## src/rtl/uart_pkg.sv

```systemverilog
`default_nettype none
// ---------------------------------------------------------------------------
// Module   : uart_pkg
// Purpose  : Shared register map, status layout and FSM state encoding for
//            the UART register-access controller.
// Revision : 1.0 - initial release
// ---------------------------------------------------------------------------
package uart_pkg;

  // Register offsets carried in command byte bits [3:1]
  localparam logic [2:0] UART_CR_OFFSET    = 3'd0;
  localparam logic [2:0] UART_SR_OFFSET    = 3'd1;
  localparam logic [2:0] UART_DINL_OFFSET  = 3'd2;
  localparam logic [2:0] UART_DINH_OFFSET  = 3'd3;
  localparam logic [2:0] UART_DOUTL_OFFSET = 3'd4;
  localparam logic [2:0] UART_DOUTM_OFFSET = 3'd5;
  localparam logic [2:0] UART_DOUTH_OFFSET = 3'd6;

  // Command byte bit selecting write (1) or read (0)
  localparam int UART_CMD_WRITE_BIT = 0;

  // Status register as seen by the host
  typedef struct packed {
    logic [2:0] rsvd;
    logic       proto_err;
    logic       din_ovf;
    logic       dout_ovf;
    logic       din_pend;
    logic       dout_valid;
  } uart_sr_t;

  typedef enum logic [1:0] {
    IDLE   = 2'd0,
    WDATA  = 2'd1,
    RDSEND = 2'd2
  } uart_state_t;

endpackage
`default_nettype wire

```

## src/rtl/rpeak_out_buf.sv

```systemverilog
`default_nettype none
// ---------------------------------------------------------------------------
// Module   : rpeak_out_buf
// Purpose  : Single-entry R-peak location buffer with overflow flag and a
//            shadow copy taken on the low-byte read so the three readout
//            bytes always belong to the same capture.
// Revision : 1.0 - initial release
// ---------------------------------------------------------------------------
module rpeak_out_buf #(
  parameter int CTR_WIDTH = 22
) (
  input  logic                 clk,
  input  logic                 rst,
  input  logic [CTR_WIDTH-1:0] rpeak_loc_i,
  input  logic                 rpeak_valid_i,
  input  logic                 snap_i,      // DOUTL read accepted
  input  logic                 clr_i,       // DOUTH read accepted
  input  logic                 ovf_clr_i,   // host clears sticky flags
  output logic [7:0]           byte0_o,
  output logic [7:0]           byte1_o,
  output logic [7:0]           byte2_o,
  output logic                 dout_valid_o,
  output logic                 dout_ovf_o
);

  logic [23:0] buf_q, buf_d;
  // Byte 0 is returned live on the DOUTL read, so only bytes 1..2 need a shadow
  logic [15:0] shadow_q, shadow_d;
  logic        dout_valid_q, dout_valid_d;
  logic        dout_ovf_q, dout_ovf_d;
  logic        accept, ovf_set;

  // A clear in the same cycle frees the slot, so the new capture is taken
  assign accept  = rpeak_valid_i && (!dout_valid_q || clr_i);
  assign ovf_set = rpeak_valid_i && dout_valid_q && !clr_i;

  // Next-state for buffer, shadow and flags; capture overrides the read clear
  always_comb begin
    buf_d        = buf_q;
    shadow_d     = shadow_q;
    dout_valid_d = dout_valid_q;
    dout_ovf_d   = ovf_set | (dout_ovf_q & ~ovf_clr_i);
    if (snap_i) shadow_d = buf_q[23:8];
    if (clr_i)  dout_valid_d = 1'b0;
    if (accept) begin
      buf_d        = 24'(rpeak_loc_i);
      dout_valid_d = 1'b1;
    end
  end

  // State registers
  always_ff @(posedge clk) begin
    if (rst) begin
      buf_q        <= '0;
      shadow_q     <= '0;
      dout_valid_q <= 1'b0;
      dout_ovf_q   <= 1'b0;
    end else begin
      buf_q        <= buf_d;
      shadow_q     <= shadow_d;
      dout_valid_q <= dout_valid_d;
      dout_ovf_q   <= dout_ovf_d;
    end
  end

  assign byte0_o      = buf_q[7:0];
  assign byte1_o      = shadow_q[7:0];
  assign byte2_o      = shadow_q[15:8];
  assign dout_valid_o = dout_valid_q;
  assign dout_ovf_o   = dout_ovf_q;

endmodule
`default_nettype wire

```

## src/rtl/uart_reg_ctrl.sv

```systemverilog
`default_nettype none
// ---------------------------------------------------------------------------
// Module   : uart_reg_ctrl
// Purpose  : Byte-level register-access controller between the UART byte
//            streams and the R-peak detection core. Decodes host commands,
//            assembles ECG samples and returns buffered R-peak locations.
// Revision : 1.0 - initial release
// ---------------------------------------------------------------------------
module uart_reg_ctrl
  import uart_pkg::*;
#(
  parameter int DATA_WIDTH     = 11,
  parameter int CTR_WIDTH      = 22,
  parameter int TIMEOUT_CYCLES = 20000
) (
  input  logic                  clk,
  input  logic                  rst,
  input  logic [7:0]            rx_data,
  input  logic                  rx_valid,
  output logic [7:0]            tx_data,
  output logic                  tx_valid,
  input  logic                  tx_ready,
  output logic [DATA_WIDTH-1:0] sample_data,
  output logic                  sample_valid,
  input  logic                  sample_ready,
  input  logic [CTR_WIDTH-1:0]  rpeak_loc,
  input  logic                  rpeak_valid,
  output logic                  alg_en
);

  localparam int              TO_W    = $clog2(TIMEOUT_CYCLES + 1);
  localparam logic [TO_W-1:0] TO_LAST = TO_W'(TIMEOUT_CYCLES - 1);

  uart_state_t           state_q, state_d;
  logic [2:0]            addr_q, addr_d;
  logic [TO_W-1:0]       to_cnt_q, to_cnt_d;
  logic [7:0]            cr_q, cr_d;
  logic [7:0]            dinl_q, dinl_d;
  logic [7:0]            dinh_q, dinh_d;
  logic [7:0]            tx_data_q, tx_data_d;
  logic                  tx_valid_q, tx_valid_d;
  logic [DATA_WIDTH-1:0] sample_data_q, sample_data_d;
  logic                  sample_valid_q, sample_valid_d;
  logic                  proto_err_q, proto_err_d;
  logic                  din_ovf_q, din_ovf_d;

  logic                  proto_set, din_ovf_set, flag_clr;
  logic                  rd_snap, rd_clr;
  logic [2:0]            cmd_addr;
  logic [7:0]            rd_val;
  uart_sr_t              sr;
  logic [7:0]            dout_b0, dout_b1, dout_b2;
  logic                  dout_valid, dout_ovf;

  assign cmd_addr = rx_data[3:1];

  rpeak_out_buf #(
    .CTR_WIDTH (CTR_WIDTH)
  ) u_rpeak_out_buf (
    .clk           (clk),
    .rst           (rst),
    .rpeak_loc_i   (rpeak_loc),
    .rpeak_valid_i (rpeak_valid),
    .snap_i        (rd_snap),
    .clr_i         (rd_clr),
    .ovf_clr_i     (flag_clr),
    .byte0_o       (dout_b0),
    .byte1_o       (dout_b1),
    .byte2_o       (dout_b2),
    .dout_valid_o  (dout_valid),
    .dout_ovf_o    (dout_ovf)
  );

  // Read-data mux addressed directly by the incoming command byte
  always_comb begin
    sr            = '0;
    sr.proto_err  = proto_err_q;
    sr.din_ovf    = din_ovf_q;
    sr.dout_ovf   = dout_ovf;
    sr.din_pend   = sample_valid_q;
    sr.dout_valid = dout_valid;
    case (cmd_addr)
      UART_CR_OFFSET:    rd_val = cr_q;
      UART_SR_OFFSET:    rd_val = sr;
      UART_DINL_OFFSET:  rd_val = dinl_q;
      UART_DINH_OFFSET:  rd_val = dinh_q;
      UART_DOUTL_OFFSET: rd_val = dout_b0;
      UART_DOUTM_OFFSET: rd_val = dout_b1;
      UART_DOUTH_OFFSET: rd_val = dout_b2;
      default:           rd_val = 8'h00;
    endcase
  end

  // Command FSM next-state, register writes and sticky-flag updates
  always_comb begin
    state_d        = state_q;
    addr_d         = addr_q;
    to_cnt_d       = to_cnt_q;
    cr_d           = cr_q;
    dinl_d         = dinl_q;
    dinh_d         = dinh_q;
    tx_data_d      = tx_data_q;
    tx_valid_d     = tx_valid_q;
    sample_data_d  = sample_data_q;
    sample_valid_d = sample_valid_q;
    proto_set      = 1'b0;
    din_ovf_set    = 1'b0;
    flag_clr       = 1'b0;
    rd_snap        = 1'b0;
    rd_clr         = 1'b0;

    if (sample_valid_q && sample_ready) sample_valid_d = 1'b0;

    case (state_q)
      IDLE: begin
        if (rx_valid) begin
          if (rx_data[7:4] != 4'd0) begin
            proto_set = 1'b1;
          end else if (rx_data[UART_CMD_WRITE_BIT]) begin
            addr_d   = cmd_addr;
            to_cnt_d = '0;
            state_d  = WDATA;
          end else begin
            tx_data_d  = rd_val;
            tx_valid_d = 1'b1;
            rd_snap    = (cmd_addr == UART_DOUTL_OFFSET);
            rd_clr     = (cmd_addr == UART_DOUTH_OFFSET);
            state_d    = RDSEND;
          end
        end
      end
      WDATA: begin
        if (rx_valid) begin
          state_d = IDLE;
          case (addr_q)
            UART_CR_OFFSET: begin
              // Bit 1 is a write-1-clear strobe and is never stored
              cr_d     = {rx_data[7:2], 1'b0, rx_data[0]};
              flag_clr = rx_data[1];
            end
            UART_DINL_OFFSET: dinl_d = rx_data;
            UART_DINH_OFFSET: begin
              dinh_d = rx_data;
              // A sample still waiting after this cycle cannot be replaced
              if (sample_valid_q && !sample_ready) begin
                din_ovf_set = 1'b1;
              end else begin
                sample_data_d  = {rx_data[DATA_WIDTH-9:0], dinl_q};
                sample_valid_d = 1'b1;
              end
            end
            default: ;
          endcase
        end else if (to_cnt_q == TO_LAST) begin
          proto_set = 1'b1;
          state_d   = IDLE;
        end else begin
          to_cnt_d = to_cnt_q + TO_W'(1);
        end
      end
      RDSEND: begin
        if (rx_valid) proto_set = 1'b1;
        if (tx_ready) begin
          tx_valid_d = 1'b0;
          state_d    = IDLE;
        end
      end
      default: state_d = IDLE;
    endcase

    // Set events win over a simultaneous host clear
    proto_err_d = proto_set   | (proto_err_q & ~flag_clr);
    din_ovf_d   = din_ovf_set | (din_ovf_q   & ~flag_clr);
  end

  // State and register storage
  always_ff @(posedge clk) begin
    if (rst) begin
      state_q        <= IDLE;
      addr_q         <= '0;
      to_cnt_q       <= '0;
      cr_q           <= '0;
      dinl_q         <= '0;
      dinh_q         <= '0;
      tx_data_q      <= '0;
      tx_valid_q     <= 1'b0;
      sample_data_q  <= '0;
      sample_valid_q <= 1'b0;
      proto_err_q    <= 1'b0;
      din_ovf_q      <= 1'b0;
    end else begin
      state_q        <= state_d;
      addr_q         <= addr_d;
      to_cnt_q       <= to_cnt_d;
      cr_q           <= cr_d;
      dinl_q         <= dinl_d;
      dinh_q         <= dinh_d;
      tx_data_q      <= tx_data_d;
      tx_valid_q     <= tx_valid_d;
      sample_data_q  <= sample_data_d;
      sample_valid_q <= sample_valid_d;
      proto_err_q    <= proto_err_d;
      din_ovf_q      <= din_ovf_d;
    end
  end

  assign tx_data      = tx_data_q;
  assign tx_valid     = tx_valid_q;
  assign sample_data  = sample_data_q;
  assign sample_valid = sample_valid_q;
  assign alg_en       = cr_q[0];

endmodule
`default_nettype wire

```

## config.mk

```make
export PLATFORM = sky130hd
export DESIGN_NAME = uart_reg_ctrl
export DESIGN_NICKNAME = d
export VERILOG_FILES = /design/src/rtl/uart_pkg.sv /design/src/rtl/rpeak_out_buf.sv /design/src/rtl/uart_reg_ctrl.sv
export SDC_FILE = /design/constraint.sdc
export NUM_CORES = 1
export LEC_CHECK = 0
export CAP_MARGIN = 0
export CORE_ASPECT_RATIO = 2
export CORE_MARGIN = 4
export CORE_UTILIZATION = 50
export DETAILED_ROUTE_END_ITERATION = 8
export PLACE_DENSITY = 0.76
export SLEW_MARGIN = 20
export SYNTH_ARGS = -nofsm -noshare
export SYNTH_HDL_FRONTEND = slang
export SYNTH_HIERARCHICAL = 1
export SYNTH_SLANG_ARGS = --single-unit
export TNS_END_PERCENT = 1
```

## constraint.sdc

```tcl
create_clock -name clk -period 1.92 [get_ports clk]
set_input_delay 0.192 -clock clk [delete_from_list [all_inputs] [get_ports clk]]
set_output_delay 0.192 -clock clk [all_outputs]
set_load 0.05 [all_outputs]
```

Yosys cells after proc, flatten, opt, wreduce, memory -nomap -nowiden. Index checks and enable logic that the tools add are counted.

Input port bits: 36. Word-level logic and storage cells: 118. Output and inout bits: 22. Register bits: 104.

Reduce and logical (&&, ||, !) cells: 25. Bitwise gates (word level): 10. Add/subtract/negate cells: 1. Multiplexer cells: 47. Eq/ne operators: 19.

Operator list (number): two-way mux 15 bit (5); one-hot mux 8 bit (7 select lines) (1); two-way mux 1 bit (31); one-hot mux 15 bit (2 select lines) (1); AND reduction 4 bit (4); adder 15 x 1 -> 15 bit, second input constant (1); == test 15 bit, second input constant (1); != test 2 bit, second input constant (7); == test 3 x 2 -> 1 bit, second input constant (4); two-way mux 2 bit (6); == test 3 bit, second input constant (3); AND reduction 3 bit (3); logical NOT 3 bit (2); one-hot mux 2 bit (3 select lines) (1); AND reduction 6 bit (1); nonzero test 2 bit (3); logical AND 1 bit (5); AND reduction 5 bit (1); NOT 1 bit (4); nonzero test 4 bit (1); AND 1 bit (3); == test 3 x 1 -> 1 bit, second input constant (1); logical NOT 1 bit (3); != test 3 bit, second input constant (1); other kinds (7) (9).

Longest topological paths before layout.
Depth after elaboration: 8. Depth in mapped cells: 9. Depth with buffers taken out: 7.

By module. Netlist, hierarchy kept.

Modules (own cells, without submodules): uart_reg_ctrl (cells each 342, area an instance 3095.5 µm², times used 1); rpeak_out_buf (cells each 161, area an instance 1661.6 µm², times used 1).

Worst setup path before layout. Ideal clock, no wire load.

Path type: in2reg. Start point: input port rx_data[2]. End point: register u_rpeak_out_buf.buf_q[0]. Path slack: 0.070 ns. Library setup time: 0.072 ns. Stages: 9. Data required time: 1.848 ns. Buffers on the path: 5. Data arrival time: 1.778 ns. Cells stage by stage: buf_2 -> clkbuf_1 -> clkbuf_1 -> and4_1 -> nor2b_4 -> nor2b_2 -> buf_6 -> buf_12 -> mux2i_1.

Word-level cells in the longest chain between the ends: 7.

Ends and longest elaborated chain: start, declared (line uart_reg_ctrl.sv:18) `input logic [7:0] rx_data,`; == test 3 bit (line uart_reg_ctrl.sv:127) `rd_clr = (cmd_addr == UART_DOUTH_OFFSET);`; two-way mux 1 bit (line uart_reg_ctrl.sv:119) `end else if (rx_data[UART_CMD_WRITE_BIT]) begin`; two-way mux 1 bit (line uart_reg_ctrl.sv:117) `if (rx_data[7:4] != 4'd0) begin`; two-way mux 1 bit (line uart_reg_ctrl.sv:116) `if (rx_valid) begin`; two-way mux 1 bit (line uart_reg_ctrl.sv:114) `case (state_q)`; named net rd_clr (line uart_reg_ctrl.sv:48) `logic rd_snap, rd_clr;`; logical OR 1 bit (line rpeak_out_buf.sv:34) `assign accept = rpeak_valid_i && (!dout_valid_q || clr_i);`; logical AND 1 bit (line rpeak_out_buf.sv:34); end signal, assigned (line rpeak_out_buf.sv:59) `buf_q <= buf_d;`; end, declared (line rpeak_out_buf.sv:26) `logic [23:0] buf_q, buf_d;`.

The timed path passes the listed nets, and every way through them passes these cells. A chain may end at the register's enable or synchronous reset.

Worst setup path in the final report.
Start point: input port rx_data[7]. End point: register u_rpeak_out_buf.shadow_q[0].

Word-level cells in the longest chain between the ends: 4.

Ends and longest elaborated chain: nonzero test 4 bit (line uart_reg_ctrl.sv:117); two-way mux 1 bit (line uart_reg_ctrl.sv:117); two-way mux 1 bit (line uart_reg_ctrl.sv:116); two-way mux 1 bit (line uart_reg_ctrl.sv:114); named net rd_snap (line uart_reg_ctrl.sv:48); end signal, assigned (line rpeak_out_buf.sv:60) `shadow_q <= shadow_d;`; end, declared (line rpeak_out_buf.sv:28) `logic [15:0] shadow_q, shadow_d;`.

The timed path passes the listed nets, and every way through them passes these cells.

==> results.yml <==
placement:
  port_buffers: 57
  placement.cell_area_mm2: 0.00564
  pre_cts_slack_ns: -0.343
  routabilityCongestion: 0.865
  post-dp-hpwl_um: 8740
detailed_routing:
  ant_nets: 0
  vias: 3882
  drc: 0
  detail_route.wl_per_cell_um: 16.8
  vias_per_cell: 5.61
  first_pass_iters: 4
  drt-total-wl_um: 11600
  drt_first_iter_violations: 219
floorplan:
  die_x_um: 77.0
  die_area_mm2: 0.0112
  num_rows: 50
  die_height_um: 146
  core-area_mm2: 0.00932
  ios: 58
  floorplan.initialDensity_pct: 51.0
setup_path:
  crit_slowest_cell: "sky130_fd_sc_hd__clkdlybuf4s50_1"
  rr_endpoint: "u_rpeak_out_buf/shadow_q[0]"
  timing.setup.critical_path_class: "in2reg"
  data_arrival_time_of_the_worst_path_ns: 2.12
  slowest_stage_delay_cp_ns: 0.46
  critPathMostFrequentCell: "sky130_fd_sc_hd__nor2_1"
  end_kind: "flop"
  reg2reg_setup_slack_ns: 0.06
  cp_cell_sequence: "clkdlybuf4s50_1, nor2_1, nand2_1, or3_4, nor4_4, buf_4, mux2i_1, nor2_1"
  r2r-start: "state_q[1]"
  timing.critical_path.required_ns: 2.15
  r2r.worst_path.cells: 7
  critical_path.startpoint_type: "primary input"
  crit_path_max_fanout: 7
hold_path:
  hold_depth: 2
  min_to: "u_rpeak_out_buf/shadow_q[2]"
  hold_start: "rst"
  timing.hold.worst.class: "in2reg"
timing:
  layout_min_cycle_time_ns: 1.89
  final_hold_viol_count: 0
  tightestPinTransition_ns: 0.512
  unrepaired_setup_endpoints_after_global_routing: "true"
  fin_ws_ns: 0.0281
  max_freq_mhz: 529
  layout_worst_path_cycle_share_pct: 98.5
  timing.clock.skew_ns: 0.00818
  whs_ns: 0.196
  maxSlewHeadroom_pct: 65.8
  timing.final.setup_violations: 0
  slew_violations: 0
synthesis:
  synth_cell_type_count: 51
  synth_seq_area_share_pct: 43.8
  count_of_flip_flops_with_a_built_in_enable_after_synthesis: 0
  yosys.area.top_type_share_pct: 43.8
  synth-async-reset-ratio_pct: 0
  syn-cell-area_mm2: 0.00476
  yosys_most_used_dff: "sky130_fd_sc_hd__dfxtp_1"
  synth.largest_area_cell: "sky130_fd_sc_hd__dfxtp_1"
  synth_top_cells_by_area: "sky130_fd_sc_hd__dfxtp_1 (44%), sky130_fd_sc_hd__mux2i_1 (16%), sky130_fd_sc_hd__nor2_1 (6.6%)"
  synth.yosys.warnings: 6
  post_synth_most_frequent_cells: "sky130_fd_sc_hd__dfxtp_1 (104), sky130_fd_sc_hd__nor2_1 (84), sky130_fd_sc_hd__mux2i_1 (75), sky130_fd_sc_hd__nand2b_1 (49), sky130_fd_sc_hd__a21oi_1 (27)"
  post_synth_inst_count: 503
  top_count_cell_post_synth: "sky130_fd_sc_hd__dfxtp_1"
  synth_seq_cells: 104
  syn-mean-instance-area_um2: 9.46
global_route:
  grt_overflow_total: 0
  groute.usage.overall_pct: 21.0
  grt_first_pass_wirelength_um: 18900
  initial_antenna_violation_count: 0
  grt_pass1_vias: 3934
  pin_count_of_the_biggest_net_entering_global_routing: 94
cts:
  cts-root-buf: "sky130_fd_sc_hd__clkbuf_16"
  clk_latency_ns: 0.35
  cts_setup_buffers: 0
  cts-root-to-sink-buffers: 2
  cts_hold_buffers: 0
  h_tree_levels: 3
  cts_tree: "yes"
  clkTransAtPathRegs_ns: 0.07
  cts_sinks: 104
  numCtsBuffers: 9
finish:
  synthToLayoutAreaGrowth_pct: 25.5
  postLayoutCoreUtil_pct: 64.1
  proportion_of_layout_cells_with_a_drive_suffix_above_1_pct: 15.0
  final_nets: 620
  fillers: 764
  final_area_mm2: 0.00597
  num_antenna_cells: 0
power_and_ir_drop:
  p_leak_nw: 2.33
  power.density_mw_per_mm2: 715
  post-layout-total-power_mw: 4.27
  worst_ir_drop_vdd_uv: 649
job:
  max_cap_viol_count: 0
outcome:
  status: "completed"
-- logic make-up after synthesis --
logic type / synth area share, %
AND/OR/NAND/NOR: 21.8
flip-flops: 43.8
multiplexers: 18.9
AO/OA/AOI/OAI: 9.63
buffers and inverters: 5.60
adder cells (fa/ha/maj): 0.263
other: 0.0788
-- worst max-delay path by stage --
stage / startpoint / end / slack, ns / cells past startpoint
2_1_floorplan: rx_data[2] / u_rpeak_out_buf/buf_q[0] / 0.07 / 9
3_3_place_gp: rx_data[4] / u_rpeak_out_buf/shadow_q[12] / -0.28 / 8
3_5_place_dp: rx_data[4] / u_rpeak_out_buf/buf_q[20] / -0.34 / 9
4_1_cts: rx_data[4] / u_rpeak_out_buf/buf_q[20] / 0.02 / 9
5_1_grt: rx_data[7] / u_rpeak_out_buf/shadow_q[0] / -0.06 / 8
6_report: rx_data[7] / u_rpeak_out_buf/shadow_q[0] / 0.03 / 8
-- layer usage --
metal / track usage, % / wire length [um]
met2: 39.1 / 6340
met4: 11.0 / 598
met1: 22.0 / 4270
met5: 0 / 0
met3: 3.41 / 376
-- power by group --
group,internal (mW),switching (mW)
Combinational,0.188,0.169
Sequential,2.19,0.0217
Clock,0.885,0.815
-- sequential cells by signal (all words and copies together) (netlist names) --
signal,flops
u_rpeak_out_buf/buf_q,22
tx_valid,1
state_q,2
din_ovf_q,1
to_cnt_q,15
dinl_q,8
u_rpeak_out_buf/dout_ovf_o,1
proto_err_q,1
addr_q,3
tx_data,8
u_rpeak_out_buf/shadow_q,14
sample_data,11
u_rpeak_out_buf/dout_valid_o,1
cr_q,7
dinh_q,8
sample_valid,1
-- layout by cell type (no fill, tap or decap), drive strengths merged, types with 5 or more instances in the layout --
| cell | instances |
|---|---|
| dfxtp | 104 |
| a22o | 8 |
| nor3 | 5 |
| nand2b | 49 |
| nor2 | 84 |
| clkdlybuf4s50 | 53 |
| nand2 | 18 |
| inv | 6 |
| o21ai | 10 |
| mux4 | 6 |
| nor2b | 8 |
| buf | 52 |
| or3 | 5 |
| nand4 | 5 |
| a21oi | 27 |
| mux2i | 75 |
| clkbuf | 10 |
| nand3 | 10 |
-- worst max-delay path, delay by kind of cell --
kind | cells | cell delay (ns)
AND/OR/NAND/NOR | 5 | 0.99
multiplexers | 1 | 0.22
buffers and inverters | 2 | 0.71
-- layout make-up --
cell class | instances | area, um^2 | area share, %
inverter | 5 | 18.8 | 0.314
multi-input combinational | 355 | 2460 | 41.2
tap | 104 | 130 | 2.18
timing repair buffer | 108 | 1010 | 16.9
sequential | 104 | 2080 | 34.9
clock buffer | 10 | 229 | 3.83
clock inverter | 6 | 43.8 | 0.733
-- metrics by stage --
step	std cells	setup TNS, ns
finish	692	0
global route	692	-0.416
CTS	691	0
detailed placement	675	-13.51
global placement	675	-11.31
floorplan	504	0
-- what timing repair did --
action	4_1_cts	5_1_grt
endpoints found under the setup margin	2	54
pin swaps	0	3
resized for setup	3	13
gates cloned	0	1
Note: power is estimated with default switching activity, not from simulation.
